$ cat config.mk
export PLATFORM = sky130hd
export DESIGN_NAME = noise_sampler
export DESIGN_NICKNAME = d
export VERILOG_FILES = /design/src/rtl/noise_sampler_pkg.sv /design/src/rtl/noise_sampler_fifo.sv /design/src/rtl/noise_sampler.sv
export SDC_FILE = /design/constraint.sdc
export NUM_CORES = 1
export LEC_CHECK = 0
export ABC_AREA = 1
export BUFFER_PORTS_ARGS = -buffer_cell sky130_fd_sc_hd__buf_2
export CAP_MARGIN = 20
export CORE_ASPECT_RATIO = 1.2
export CORE_MARGIN = 8
export CORE_UTILIZATION = 61
export CTS_BUF_LIST = sky130_fd_sc_hd__clkbuf_8
export DETAILED_ROUTE_END_ITERATION = 16
export GPL_TIMING_DRIVEN = 0
export PLACE_DENSITY = 0.82
export SLEW_MARGIN = 20
export SYNTH_ARGS = -nofsm -noshare
export SYNTH_HDL_FRONTEND = slang
export SYNTH_SLANG_ARGS = --single-unit
$ cat constraint.sdc
create_clock -name CLK -period 2.5 [get_ports CLK]
set_input_delay 0.125 -clock CLK [delete_from_list [all_inputs] [get_ports CLK]]
set_output_delay 0.125 -clock CLK [all_outputs]
set_load 0.02 [all_outputs]
$ cat src/rtl/noise_sampler_pkg.sv
// Shared defaults and width helpers for the noise sampler and its sample buffer.
package noise_sampler_pkg;

    localparam int DECIM_LOG2_DEF = 4;
    localparam int FIFO_DEPTH_DEF = 4;
    localparam int RND_W          = 4;

    // A sum of 2^decim_log2 values of RND_W bits never needs more than RND_W+decim_log2 bits.
    function automatic int sample_w(input int decim_log2);
        return RND_W + decim_log2;
    endfunction

endpackage

$ cat src/rtl/noise_sampler_fifo.sv
// sample_fifo: generic circular buffer, head visible 1 cycle after push, no empty bypass.
// Push while full is accepted only when a pop happens in the same cycle; otherwise it is ignored.
module sample_fifo #(
    parameter int WIDTH = 8,
    parameter int DEPTH = 4
) (
    input  logic                     i_clk,
    input  logic                     i_rst_n,
    input  logic                     i_push,
    input  logic [WIDTH-1:0]         i_push_dat,
    input  logic                     i_pop,
    output logic [WIDTH-1:0]         o_pop_dat,
    output logic                     o_full,
    output logic                     o_empty,
    output logic [$clog2(DEPTH):0]   o_fill
);
    localparam int AW = $clog2(DEPTH);
    localparam int FW = AW + 1;

    logic [WIDTH-1:0] r_mem [DEPTH];
    logic [AW-1:0]    r_wr_ptr;
    logic [AW-1:0]    r_rd_ptr;
    logic [FW-1:0]    r_fill;
    logic             w_do_push;
    logic             w_do_pop;

    assign o_full    = (r_fill == FW'(DEPTH));
    assign o_empty   = (r_fill == '0);
    assign o_fill    = r_fill;
    assign w_do_pop  = i_pop & ~o_empty;
    assign w_do_push = i_push & (~o_full | w_do_pop);
    // Storage is not reset, so the head is masked while empty.
    assign o_pop_dat = o_empty ? '0 : r_mem[r_rd_ptr];

    always_ff @(posedge i_clk) begin
        if (!i_rst_n) begin
            r_wr_ptr <= '0;
            r_rd_ptr <= '0;
            r_fill   <= '0;
        end else begin
            if (w_do_push) r_wr_ptr <= r_wr_ptr + 1'b1;
            if (w_do_pop)  r_rd_ptr <= r_rd_ptr + 1'b1;
            r_fill <= r_fill + FW'(w_do_push) - FW'(w_do_pop);
        end
    end

    always_ff @(posedge i_clk) begin
        if (w_do_push) r_mem[r_wr_ptr] <= i_push_dat;
    end

endmodule

$ cat src/rtl/noise_sampler.sv
// Noise sampler: sums RND_in over 2^DECIM_LOG2 ACLK rising edges into a FIFO; sample visible 1 cycle after push.
// Full buffer without a same-cycle pop drops the sample and sets sticky ovf; NOISE_SAMPLER_OVF_CNT_EN adds ovf_cnt.
module noise_sampler
    import noise_sampler_pkg::*;
#(
    parameter int DECIM_LOG2 = DECIM_LOG2_DEF,
    parameter int FIFO_DEPTH = FIFO_DEPTH_DEF
) (
    input  logic                               CLK,
    input  logic                               n_RES,
    input  logic                               ACLK,
    input  logic [RND_W-1:0]                   RND_in,
    input  logic                               en,
    output logic [sample_w(DECIM_LOG2)-1:0]    s_data,
    output logic                               s_valid,
    input  logic                               s_ready,
    output logic [$clog2(FIFO_DEPTH):0]        fill,
    output logic                               ovf,
    input  logic                               clr_ovf
`ifdef NOISE_SAMPLER_OVF_CNT_EN
    ,
    output logic [7:0]                         ovf_cnt
`endif
);
    localparam int SW = sample_w(DECIM_LOG2);

    logic                  r_aclk_q;
    logic [SW-1:0]         r_acc;
    logic [DECIM_LOG2-1:0] r_cnt;
    logic                  r_ovf;
    logic                  w_tick;
    logic [SW-1:0]         w_sum;
    logic                  w_push;
    logic                  w_pop;
    logic                  w_full;
    logic                  w_empty;
    logic                  w_drop;

    // Loaded during reset too, so ACLK held high across release is not seen as an edge.
    always_ff @(posedge CLK) begin
        r_aclk_q <= ACLK;
    end

    assign w_tick = ACLK & ~r_aclk_q;
    assign w_sum  = r_acc + SW'(RND_in);
    assign w_push = n_RES & en & w_tick & (r_cnt == '1);
    assign w_pop  = s_valid & s_ready;
    assign w_drop = w_push & w_full & ~w_pop;

    always_ff @(posedge CLK) begin
        if (!n_RES || !en) begin
            r_acc <= '0;
            r_cnt <= '0;
        end else if (w_tick) begin
            r_acc <= (r_cnt == '1) ? '0 : w_sum;
            r_cnt <= r_cnt + 1'b1;
        end
    end

    always_ff @(posedge CLK) begin
        if (!n_RES) begin
            r_ovf <= 1'b0;
        end else if (w_drop) begin
            r_ovf <= 1'b1;
        end else if (clr_ovf) begin
            r_ovf <= 1'b0;
        end
    end

    assign ovf     = r_ovf;
    assign s_valid = ~w_empty;

`ifdef NOISE_SAMPLER_OVF_CNT_EN
    logic [7:0] r_ovf_cnt;

    always_ff @(posedge CLK) begin
        if (!n_RES) begin
            r_ovf_cnt <= '0;
        end else if (clr_ovf) begin
            r_ovf_cnt <= {7'd0, w_drop};
        end else if (w_drop && r_ovf_cnt != 8'hFF) begin
            r_ovf_cnt <= r_ovf_cnt + 8'd1;
        end
    end

    assign ovf_cnt = r_ovf_cnt;
`endif

    sample_fifo #(
        .WIDTH (SW),
        .DEPTH (FIFO_DEPTH)
    ) u_fifo (
        .i_clk      (CLK),
        .i_rst_n    (n_RES),
        .i_push     (w_push),
        .i_push_dat (w_sum),
        .i_pop      (w_pop),
        .o_pop_dat  (s_data),
        .o_full     (w_full),
        .o_empty    (w_empty),
        .o_fill     (fill)
    );

endmodule

==> reports/metrics.csv, run 1 <==
metric,value,unit
CTS tree,done,
Worst Skew,7.540,ps
Max Cap Viol,0,
worst min-delay path class,in -> reg,
final-report hold violation count,0,
M3 GR Usage,3.580,%
hold_ws,78.50,ps
Die ar.,6434,sq um
Period minus WS final,2219,ps
total wire length,4431,um
via count,1806,
Initial Util,63.71,%
Leak Pwr,1.165,nW
layout cells sized above 1,14.63,%
Yosys Warn Count,0,
fin crit share,88.75,%
crit-path cells,nor3_4 > nor2_4 > ha_1 > inv_1 > ha_1 > inv_1 > fa_1 > inv_1 > o21ai_0 > a21oi_1,
Slew @ Worst Pin,813.7,ps
CTS H-Tree Depth,2,
Final HPWL DP,3189,um
# Post-CTS Setup Buffers,0,
Longest Clk Path Bufs,2,
first-pass GRT wire length,7610,um
vias in the first global route,1746,
M2 GR Usage,25.58,%
"CP delay by family, top",adder cells,
Via-to-Cell Ratio,5.190,
Die W,74.57,um
"Largest stage delay, worst path",490,ps
post-layout instance area,2788,sq um
Slew HR,45.55,%
WP data arrival,2440,ps
grt ovf,0,
pwr/cell area,807.2,nW/um^2
drt drc,0,
"FF+latch count, synth",55,
worst r2r src,u_fifo.o_fill[2]$_SDFF_PN0_,
antenna violation net count after detailed routing,0,
sequential share of the synthesized area,56.60,%
NumNets Final,316,
Starting DRT DRC Count,183,
Worst Path Max Fanout,10,
first-pass iteration count of the detailed router,5,
CP startpoint kind,flip-flop,
Post-CTS Hold Buffers,1,
distinct cell type count after synthesis,29,
I/O pin cnt,23,
post-cts repair resize count,0,
Worst-path clk slew,90,ps
Worst VDD drop,0.3768,mV
FMAX,450.7,MHz
PortBufs,22,
Critical Path RT,2720,ps
min-delay src,clr_ovf,
Post-Syn Nets,286,
Slew Limit Fails,0,
slowest cell on the critical path,nor3_4,
setup TNS,0,ps
gr usage total,15.10,%
antenna cells,0,
CP bufs+invs,3,
CP endpoint kind,flip-flop,
Syn Std Cell Area,2511,sq um
RD Place Congestion,0.8482,
drt wl/cell,12.73,um
"Top cell by count, worst path",inv_1,
Die Height,86.29,um
Mapped Avg Cell Area,9.548,sq um
Worst Setup SP,u_fifo.o_fill[2]$_SDFF_PN0_,
Final Setup Violations,0,
Site Rows,25,
area added between synthesis and finish,11.01,%
initial antenna violation count,0,
Synth Instances,263,
Core ar.,3941,sq um
clock latency on the worst-skew pair,300,ps
placed cell area,2689,sq um
Num CTS Buffers,5,
status,"finished, final reports clean",
GR Util met1,18.66,%
RSZ-0062 raised after global routing,false,
CTS Sinks,55,
Root Driver,clkbuf_8,
GR peak layer,met2,
largest net degree at the start of global routing,18,
Tot Pwr,0.002250,W
Setup CP Type,reg -> reg,
-- path summary, 6_finish.rpt --
kind,to,slack [ps],depth (start not counted)
setup / recovery,u_fifo.o_fill[2]$_SDFF_PN0_,280,10
hold / removal,ovf$_SDFFE_PN0P_,80,4
setup reg to reg,u_fifo.o_fill[2]$_SDFF_PN0_,280,10
hold reg to reg,ovf$_SDFFE_PN0P_,460,2
-- area by class of cell --
class	count	area, sq um
Buffer	6	27.53
Clock buffer	5	68.82
Clock inverter	3	20.02
Fill cell	328	1154
Inverter	30	112.6
Multi-Input combinational cell	172	949.7
Sequential cell	55	1421
Tap cell	54	67.56
Timing Repair Buffer	23	120.1
-- through the flow --
| step | utilization (%) | setup slack [ps] | instances |
|---|---|---|---|
| floorplan | - | 487.5 | 263 |
| global placement | 68.22 | 356.9 | 339 |
| detailed placement | 68.22 | 247.0 | 339 |
| CTS | 70.73 | 256.5 | 348 |
| global route | 70.73 | 70.97 | 348 |
| finish | 70.73 | 281.1 | 348 |
-- sequential cells by signal, indices dropped and copies added, names as in the netlist, named ones only --
signal	cells
r_aclk_q	1
u_fifo.o_fill	3
r_acc	8
r_cnt	4
ovf	1
u_fifo.r_wr_ptr	2
u_fifo.r_mem	32
u_fifo.r_rd_ptr	2
-- per-layer routing --
metal	wire (um)	vias to the layer above	part of all wire, %
met4	24	0	0.54
li1	-	939	-
met5	0	-	0
met2	2200	32	50
met1	2045	831	46
met3	160	4	3.6
-- synthesized netlist by cell type --
library cell	instances	share of area, %
ha_1	11	5.5
or2_2	2	0.50
nor3b_1	1	0.30
inv_2	1	0.15
a21oi_1	24	4.8
nand2_1	31	4.6
a22oi_1	1	0.30
edfxtp_1	32	38
xor2_1	2	0.70
o21ai_1	4	0.80
nand2_4	1	0.45
inv_1	29	4.3
buf_2	4	0.80
and2_1	4	1.0
o21ai_0	18	3.6
a21oi_2	1	0.35
nor2_1	45	6.7
nand2_2	2	0.50
and3_1	1	0.25
nor3_4	2	1.3
clkbuf_1	2	0.30
nor3_1	1	0.20
nand3_1	14	2.8
a211oi_1	1	0.30
dfxtp_1	23	18
nand4_1	2	0.50
nor2_4	1	0.45
xnor2_1	1	0.35
fa_1	2	1.6
-- where the power goes --
| part | internal [W] | total (W) | switching (W) |
|---|---|---|---|
| sequential | 0.000999 | 0.00106 | 0.0000562 |
| combinational | 0.000240 | 0.000722 | 0.000482 |
| clock | 0.000196 | 0.000473 | 0.000277 |
-- worst min-delay path: stages --
cell     delay [ps]
buf_2            80
inv_1            30
nand2_1          50
a21oi_1          50
-- cell usage in the layout, fill, tap and decap left out, drive strengths merged --
cell type and n:
nor3 3, nand3 14, ha 11, a21oi 25, xor2 2, and3 1
and2 4, clkinvlp 1, inv 30, nand2 34, dfxtp 23, buf 26
a22oi 1, o21ai 22, nor3b 1, a211oi 1, or2 2, clkbuf 7
clkinv 2, fa 2, edfxtp 32, dlygate4sd3 1, nor2 46, nand4 2
xnor2 1
-- kinds of logic (layout without fill, tap and decap cells) --
group,Yosys count,after routing,synth area share [%]
simple gates,107,107,19.58
compound gates,49,49,10.12
fa+ha+maj,13,13,7.075
xor+xnor,3,3,1.047
flops,55,55,56.60
buf+inv,36,67,5.580
(Power assumes the default switching activity.)
==> run 2, diff against run 1 <==
- ABC_AREA: 1 -> 0
- PLACE_DENSITY: 0.82 -> 0.81
- SYNTH_HIERARCHICAL: default -> 1
==> reports/metrics.csv, run 2 <==
metric,value,unit
status,"finished, final reports clean",
placed cell area,2749,sq um
CTS H-Tree Depth,2,
pwr/cell area,516.9,nW/um^2
Final HPWL DP,3183,um
initial antenna violation count,0,
clock network power share,32.1,%
Period minus WS final,2357,ps
CP startpoint kind,flip-flop,
"Largest stage delay, worst path",390,ps
Slew Limit Fails,0,
Setup CP Type,reg -> reg,
Longest Clk Path Bufs,2,
reg2reg end,u_fifo/o_fill[2]$_SDFF_PN0_,
Leak Pwr,1.081,nW
"FF+latch count, synth",55,
FMAX,424.4,MHz
final-report hold violation count,0,
total wire length,4318,um
"Top cell by count, worst path",xnor2_1,
Largest register FFs,32,
internal power,0.001175,W
RD Place Congestion,0.7941,
Starting DRT DRC Count,60,
Post-Syn Nets,228,
min-delay src,n_RES,
Synth area leaders,"edfxtp_1 (37%), dfxtp_1 (18%), mux4_2 (7.0%)",
WP data arrival,2570,ps
number of flops mapped to enable cells by yosys,32,
post-synthesis async set-or-reset flop share,0,%
crit-path cells,nor3_2 > buf_4 > nor2b_2 > o31ai_2 > or2_1 > a21bo_1 > ha_1 > fa_1 > xnor2_1 > xnor2_1 > and2_1,
Root Driver,clkbuf_8,
gr usage total,14.16,%
grt ovf,0,
RSZ-0062 raised after global routing,false,
fin crit share,94.26,%
Slew @ Worst Pin,464.8,ps
CTS Sinks,55,
top flop regs,"u_fifo/r_mem x32, r_acc x8, r_cnt x4",
Slew HR,68.79,%
Psw,0.0003227,W
Synth Instances,206,
first-pass GRT wire length,6934,um
NumNets Final,260,
Die ar.,6552,sq um
Synth top cells by count,"edfxtp_1 (32), dfxtp_1 (23), nand2_1 (16)",
Levels on crit path,11,
share of Yosys cell area claimed by the top area cell type,37.41,%
area added between synthesis and finish,12.81,%
"area leader, netlist",edfxtp_1,
sequential share of the synthesized area,55.33,%
PortBufs,22,
largest net degree at the start of global routing,18,
worst r2r src,u_fifo/o_fill[1]$_SDFF_PN0_,
hold_ws,102.8,ps
slowest cell on the critical path,fa_1,
post-layout instance area,2898,sq um
Via-to-Cell Ratio,5.376,
distinct cell type count after synthesis,46,
CTS tree,done,
Worst Path Max Fanout,5,
via count,1586,
Num CTS Buffers,5,
Reg2Reg Depth,11,
fillcell total,330,
setup TNS,0,ps
main flop type after synthesis,edfxtp_1,
"CP delay by family, top",simple AND/OR/NAND/NOR gates,
first-pass iteration count of the detailed router,4,
CP endpoint kind,flip-flop,
"reg-to-reg slack, setup",140,ps
Worst VDD drop,0.4014,mV
Worst-path clk slew,90,ps
drt wl/cell,14.64,um
Net Sw Frac,21.54,%
Critical Path RT,2720,ps
CP bufs+invs,1,
worst min-delay path class,in -> reg,
Reg with most FFs,u_fifo/r_mem,
layout cells sized above 1,23.43,%
Worst Skew,4.645,ps
antenna cells,0,
Mapped Avg Cell Area,12.47,sq um
Final Setup Violations,0,
Die Height,87.09,um
Tot Pwr,0.001498,W
combinational power share,3.8,%
hold depth,2,
vias in the first global route,1529,
Site Rows,26,
Max Cap Viol,0,
Die W,75.24,um
drt drc,0,
Final Util,69.59,%
Worst Setup SP,u_fifo/o_fill[1]$_SDFF_PN0_,
antenna violation net count after detailed routing,0,
Core ar.,4164,sq um
I/O pin cnt,23,
Seq pwr share,64.1,%
clock latency on the worst-skew pair,310,ps
Worst Hold End,ovf$_SDFFE_PN0P_,
Yosys Warn Count,6,
cell with the most instances after synthesis,edfxtp_1,
"leading cell types in the layout, fill and taps excluded","edfxtp_1 (32), buf_2 (23), dfxtp_1 (22), nand2_1 (16), nor2b_1 (13)",
Initial Util,61.69,%
Syn Std Cell Area,2569,sq um
"most common cell after layout, fill and taps aside",edfxtp_1,
-- run 2: cell types whose count changed in the layout (fill, tap and decap cells not counted), sizes merged, moves of 5 or more --
cell / previous run / this run
o21ai: 22 / 3
xnor2: 1 / 8
nand2: 34 / 16
nor2: 46 / 7
a21oi: 25 / 8
nor2b: 0 / 15
mux4: 0 / 8
and2: 4 / 10
inv: 30 / 9
nand3: 14 / 9
-- run 2: worst reg2reg max path, cell delays in order, from the launching register on --
cell	delay, ps
dfxtp_1	370
nor3_2	220
buf_4	150
nor2b_2	50
o31ai_2	90
or2_1	170
a21bo_1	200
ha_1	190
fa_1	390
xnor2_1	150
xnor2_1	130
and2_1	150
-- run 2: worst max path at each step --
stage | slack [ps] | to
final | 140 | u_fifo/o_fill[2]$_SDFF_PN0_
after global routing | 9 | u_fifo/o_fill[2]$_SDFF_PN0_
after CTS | 9 | u_fifo/o_fill[2]$_SDFF_PN0_
after detailed placement | -170 | u_fifo/o_fill[2]$_SDFF_PN0_
after global placement | -140 | u_fifo/o_fill[2]$_SDFF_PN0_
after floorplan | 50 | u_fifo/o_fill[2]$_SDFF_PN0_
-- run 2: timing repair --
item / CTS / global route
gates resized for setup: 2 / 6
hold buffers: 1 / 0
endpoints found under the hold margin: 1 / 0
buffers inserted: 1 / 1
pin swaps: 1 / 1
cloned: 0 / 0
endpoints found under the setup margin: 2 / 2
-- run 2: per-layer routing --
| metal | track usage, % | up-vias | part of all wire, % |
|---|---|---|---|
| met5 | 0 | - | 0 |
| met2 | 24.09 | 21 | 52 |
| met1 | 15.59 | 761 | 43 |
| li1 | - | 798 | - |
| met4 | 7.180 | 0 | 1.9 |
| met3 | 3.687 | 6 | 3.6 |
-- run 2: power by group through the flow --
stage / sequential, W / combinational (W) / clock, W
floorplan: 0.000980 / 0.0000364 / 0
global placement: 0.000980 / 0.0000537 / 0
detailed placement: 0.000981 / 0.0000545 / 0
CTS: 0.000960 / 0.0000562 / 0.000492
global route: 0.000961 / 0.0000632 / 0.000528
finish: 0.000960 / 0.0000570 / 0.000481
-- run 2: layout make-up --
cell class	count	area (sq um)	area share (%)
Multi-Input combinational cell	132	1089	37.56
Timing Repair Buffer	25	135.1	4.663
Sequential cell	55	1423	49.09
Tap cell	56	70.07	2.418
Buffer	10	58.81	2.029
Clock inverter	3	20.02	0.6908
Clock buffer	5	68.82	2.375
Inverter	9	33.78	1.166
-- run 2: through the flow --
stage	worst slack [ps]	cells
finish	143.5	295
global route	9.376	295
CTS	8.983	294
detailed placement	-168.5	284
global placement	-143.7	284
floorplan	53.17	206
-- run 2: logic make-up (layout without fill, tap and decap cells) --
| group | after synthesis | after routing | share of synthesized area (%) |
|---|---|---|---|
| AND/OR/NAND/NOR | 73 | 73 | 15.64 |
| flip-flops | 55 | 55 | 55.33 |
| AO/OA/AOI/OAI | 25 | 25 | 7.063 |
| buffers and inverters | 19 | 52 | 3.604 |
| adder cells (fa/ha/maj) | 12 | 12 | 6.430 |
| XOR/XNOR | 11 | 11 | 3.751 |
| multiplexers | 11 | 11 | 8.183 |
